===== src/rtl/dm_arbiter.sv =====
// dm_arbiter: shares one single-port data memory between the CPU load/store
// path (port 0) and the debug/program-loader port (port 1). Every access runs
// IDLE -> ACCESS -> RESP. Ties favour the CPU, but after CPU_WEIGHT
// consecutive CPU grants with debug pending, debug is forced through.
//
// Handshake: a requester raises req with we/addr/wdata stable and holds them
// until its ack. ack is a one-cycle pulse and rdata is valid while ack is
// high. The request is sampled only in IDLE, so a req still high after ack
// counts as a new request. A req that drops before it is granted is never
// served.
module dm_arbiter #(
  parameter int ADDR_W     = 10,
  parameter int DATA_W     = 32,
  parameter int CPU_WEIGHT = 3
) (
  input  logic              clk,
  input  logic              rst,
  input  logic              cpu_req,
  input  logic              cpu_we,
  input  logic [ADDR_W-1:0] cpu_addr,
  input  logic [DATA_W-1:0] cpu_wdata,
  output logic              cpu_ack,
  output logic [DATA_W-1:0] cpu_rdata,
  input  logic              dbg_req,
  input  logic              dbg_we,
  input  logic [ADDR_W-1:0] dbg_addr,
  input  logic [DATA_W-1:0] dbg_wdata,
  output logic              dbg_ack,
  output logic [DATA_W-1:0] dbg_rdata,
  output logic [ADDR_W-1:0] dm_addr,
  output logic [DATA_W-1:0] dm_din,
  output logic              dm_we,
  input  logic [DATA_W-1:0] dm_dout,
  output logic              busy
);

  typedef enum logic [1:0] {
    IDLE   = 2'd0,
    ACCESS = 2'd1,
    RESP   = 2'd2
  } state_t;

  localparam logic [3:0] WEIGHT = 4'(CPU_WEIGHT);

  state_t            state;
  logic              owner;      // 0 = CPU, 1 = debug
  logic [3:0]        streak;     // CPU grants won while debug was waiting
  logic              lat_we;
  logic [ADDR_W-1:0] lat_addr;
  logic [DATA_W-1:0] lat_wdata;
  logic              grant_dbg;

  // Winner selection in IDLE: debug wins when alone, or when the CPU has
  // used up its weight of consecutive contested grants.
  always_comb begin
    grant_dbg = dbg_req & (~cpu_req | (streak >= WEIGHT));
  end

  // Access sequencer: arbitrate in IDLE, one memory cycle, one ack cycle.
  always_ff @(posedge clk or posedge rst) begin
    if (rst) begin
      state     <= IDLE;
      owner     <= 1'b0;
      streak    <= 4'd0;
      lat_we    <= 1'b0;
      lat_addr  <= '0;
      lat_wdata <= '0;
      cpu_rdata <= '0;
      dbg_rdata <= '0;
      cpu_ack   <= 1'b0;
      dbg_ack   <= 1'b0;
    end else begin
      case (state)
        IDLE: begin
          if (cpu_req || dbg_req) begin
            state <= ACCESS;
            owner <= grant_dbg;
            if (grant_dbg) begin
              lat_we    <= dbg_we;
              lat_addr  <= dbg_addr;
              lat_wdata <= dbg_wdata;
              streak    <= 4'd0;
            end else begin
              lat_we    <= cpu_we;
              lat_addr  <= cpu_addr;
              lat_wdata <= cpu_wdata;
              if (!dbg_req) begin
                streak <= 4'd0;
              end else if (streak != 4'hF) begin
                streak <= streak + 4'd1;
              end
            end
          end
        end
        ACCESS: begin
          state <= RESP;
          // Only the owner's read register captures; writes leave both alone.
          if (!lat_we) begin
            if (owner) begin
              dbg_rdata <= dm_dout;
            end else begin
              cpu_rdata <= dm_dout;
            end
          end
          cpu_ack <= ~owner;
          dbg_ack <= owner;
        end
        RESP: begin
          state   <= IDLE;
          cpu_ack <= 1'b0;
          dbg_ack <= 1'b0;
        end
        default: begin
          state   <= IDLE;
          cpu_ack <= 1'b0;
          dbg_ack <= 1'b0;
        end
      endcase
    end
  end

  // Memory drive: the write strobe is gated by ACCESS so an asynchronous
  // reset (which forces IDLE) kills it at once; address/data simply hold.
  always_comb begin
    dm_addr = lat_addr;
    dm_din  = lat_wdata;
    dm_we   = (state == ACCESS) & lat_we;
    busy    = (state != IDLE);
  end

endmodule


===== config.mk =====
export PLATFORM = sky130hd
export DESIGN_NAME = dm_arbiter
export DESIGN_NICKNAME = d
export VERILOG_FILES = /design/src/rtl/dm_arbiter.sv
export SDC_FILE = /design/constraint.sdc
export NUM_CORES = 1
export LEC_CHECK = 0
export BUFFER_PORTS_ARGS = -buffer_cell sky130_fd_sc_hd__buf_2
export CAP_MARGIN = 20
export CORE_MARGIN = 2
export CORE_UTILIZATION = 47
export DETAILED_ROUTE_END_ITERATION = 12
export HOLD_SLACK_MARGIN = 0.06
export PLACE_DENSITY_LB_ADDON = 0.2
export SLEW_MARGIN = 10
export SYNTH_ARGS = -nofsm -noshare
export SYNTH_HDL_FRONTEND = slang
export SYNTH_SLANG_ARGS = --single-unit

===== constraint.sdc =====
create_clock -name clk -period 3.62 [get_ports clk]
set_input_delay 0.181 -clock clk [delete_from_list [all_inputs] [get_ports clk]]
set_output_delay 0.181 -clock clk [all_outputs]
set_load 0.005 [all_outputs]

==> results.py <==
metrics = {
    "timing": {
        "rsz0062_at_grt": "no",
        "final.setup.tns_ps": 0,
        "fmax_mhz": 368,
        "fin_crit_ps": 2720,
        "whs_ps": 179,
        "min_period_over_period_pct": 75.1,
        "clock_skew_ps": 6.59,
        "finalSetupViolCount": 0,
        "timing_hold_violations_final": 0,
        "tightest_slew_ps": 1040,
        "max_slew_margin_pct": 30.3,
        "drv_slew": 0,
    },
    "logic_synthesis": {
        "synth.avg_cell_area_um2": 11.9,
        "synthesis.area_um2": 5050,
        "ys_ff_latch": 116,
        "yosysSeqAreaShare_pct": 57.5,
        "syn_nets": 549,
        "ys_types": 29,
        "ys_warn_count": 0,
        "syn_inst": 426,
    },
    "detailed_routing": {
        "post_drt_wl_per_cell_um": 16.9,
        "finalWirelength_um": 15400,
        "route.detailed.drc": 0,
        "first_pass_iters": 5,
        "ant_nets": 0,
        "via_per_inst": 5.45,
        "first_iter_violations": 301,
        "num_vias": 4963,
    },
    "floorplanning": {
        "die_w_um": 108,
        "core_um2": 10400,
        "rows": 37,
        "die_area_um2": 11600,
        "io_pins": 232,
        "die_y_um": 108,
        "initial_core_util_pct": 48.7,
    },
    "placed_design": {
        "post_dp_cell_area_um2": 6260,
        "io_buffers": 231,
        "gp_congestion": 0.776,
        "dp_hpwl_um": 9000,
    },
    "power_and_ir_drop": {
        "worst_ir_drop_vdd_v": 0.000364,
        "leakage_nw": 3.73,
        "power-per-cell-area_nw_per_um2": 824,
    },
    "final_layout": {
        "n_fill_cell": 672,
        "mostFrequentLayoutCell": "buf_2",
        "multiInputGateArea_um2": 1960,
        "ff_latch_area_um2": 2900,
        "final_core_util_pct": 77.6,
        "drive_gt1_share_pct": 44.0,
        "area_delta_synth_final_pct": 59.2,
        "final_area_um2": 8040,
        "fin_nets": 883,
        "layout_common_cells": "buf_2 (231), dlygate4sd3_1 (119), dfrtp_1 (116)",
    },
    "job": {
        "maxCapViolCount": 0,
    },
    "run_status": {
        "status": "finished, final reports clean",
    },
    "worst_setup_path": {
        "arrival_ps": 3100,
        "worst_setup_path_start_kind": "flop",
        "cp.required_ps": 4000,
        "end_kind": "flop",
        "path_class": "flop to flop",
        "path_max_fanout": 32,
    },
    "clock_network": {
        "clock_latency_ps": 500,
        "h-tree-depth": 4,
        "tritoncts": "built",
        "clock-sinks": 116,
        "root_buffer": "clkbuf_8",
        "cts_buffers": 17,
        "clk_path_buf_depth": 2,
        "cts_setup_buffers": 0,
        "clkTransAtPathRegs_ps": 60,
    },
    "global_route": {
        "grt-ovfl-total": 0,
        "grt_pass1_vias": 5028,
        "grt_pass1_wl_um": 24000,
        "grt_max_degree": 90,
        "track_usage_pct": 26.3,
        "antenna_found_initial": 1,
    },
    "worst_hold_path": {
        "holdCritPathClass": "input port to flop",
    },
}
==> per-layer routing <==
layer	GRT usage (%)	vias up	wire length (um)
met5	0	-	0
met3	5.99	39	1120
met4	11.2	0	414
li1	-	2273	-
met2	45.0	260	7690
met1	31.8	2391	6150
==> final cells by class <==
type / instances / share of cell area (%)
multi-input cells: 263 / 24.3
flip-flops and latches: 116 / 36.1
well taps: 136 / 2.12
repair buffers: 358 / 29.9
clock buffers: 17 / 5.15
inverters: 4 / 0.218
clock inverters: 15 / 2.13
diodes: 1 / 0.0311
==> kinds of logic after synthesis <==
logic type	after synthesis	share of synthesized area, %
flops	116	57.5
simple gates	103	12.0
compound gates	93	11.5
mux	66	14.7
buf+inv	47	4.11
fa+ha+maj	1	0.248
==> where the power goes <==
group / internal [W] / leakage [nW] / switching (W) / total (W)
clock: 0.000998 / 0.280 / 0.000638 / 0.00164
combinational: 0.00151 / 2.04 / 0.00119 / 0.00270
sequential: 0.00194 / 1.41 / 0.000356 / 0.00229
==> per-stage QoR <==
step                setup WS (ps)  total power, W  std cells
floorplan                     367         0.00352        426
global placement             1400         0.00439        758
detailed placement           1310         0.00450        758
CTS                           966         0.00662        909
global route                  764         0.00703        910
finish                        900         0.00663        910
==> Yosys cell counts, drive strengths merged <==
cell       n  area, um2
and3       1       6.26
o41ai      1       8.76
nor2       6       25.0
nand3     44        220
mux2      64        721
a21oi      1       5.00
o21ai     46        230
or4b       1       10.0
or2        1       6.26
o211ai    43        323
nand2      1       3.75
nand4     43        269
buf       17       95.1
dfrtp    116       2900
ha         1       12.5
nor2b      1       6.26
a31oi      1       6.26
inv        4       15.0
nor4b      1       8.76
nor3b      2       37.5
mux2i      2       20.0
clkbuf    26       97.6
and2b      1       7.51
o2bb2ai    1       8.76
and2       1       6.26
==> sequential cells by signal (all words and copies together) (netlist names) <==
register / count
streak: 4
dbg_rdata: 32
lat_we: 1
dbg_ack: 1
cpu_ack: 1
dm_addr: 10
dm_din: 32
owner: 1
state: 2
cpu_rdata: 32
==> critical path, cell delays in order, from the launching register on <==
cell and delay (ps):
dfrtp_1 400, ha_1 210, or4b_1 710, buf_4 360
nand4_1 170, o211ai_1 120, dlygate4sd3_1 620
==> worst paths after layout <==
check	cells past startpoint	startpoint	slack [ps]	endpoint
setup / recovery	6	streak[0]	900	dm_din[22]
hold / removal	4	cpu_req	180	streak[3]
setup reg to reg	6	streak[0]	900	dm_din[22]
hold reg to reg	1	dbg_rdata[28]	480	dbg_rdata[28]
max in group asynchronous	4	rst	2310	cpu_rdata[20]
min in group asynchronous	3	rst	450	dbg_rdata[7]
==> timing repair <==
item | in CTS | in global routing
hold buffers | 119 | 0
gates resized for setup | 0 | 0
endpoints found under the hold margin | 180 | 0
Note: power is estimated with default switching activity, not from simulation.
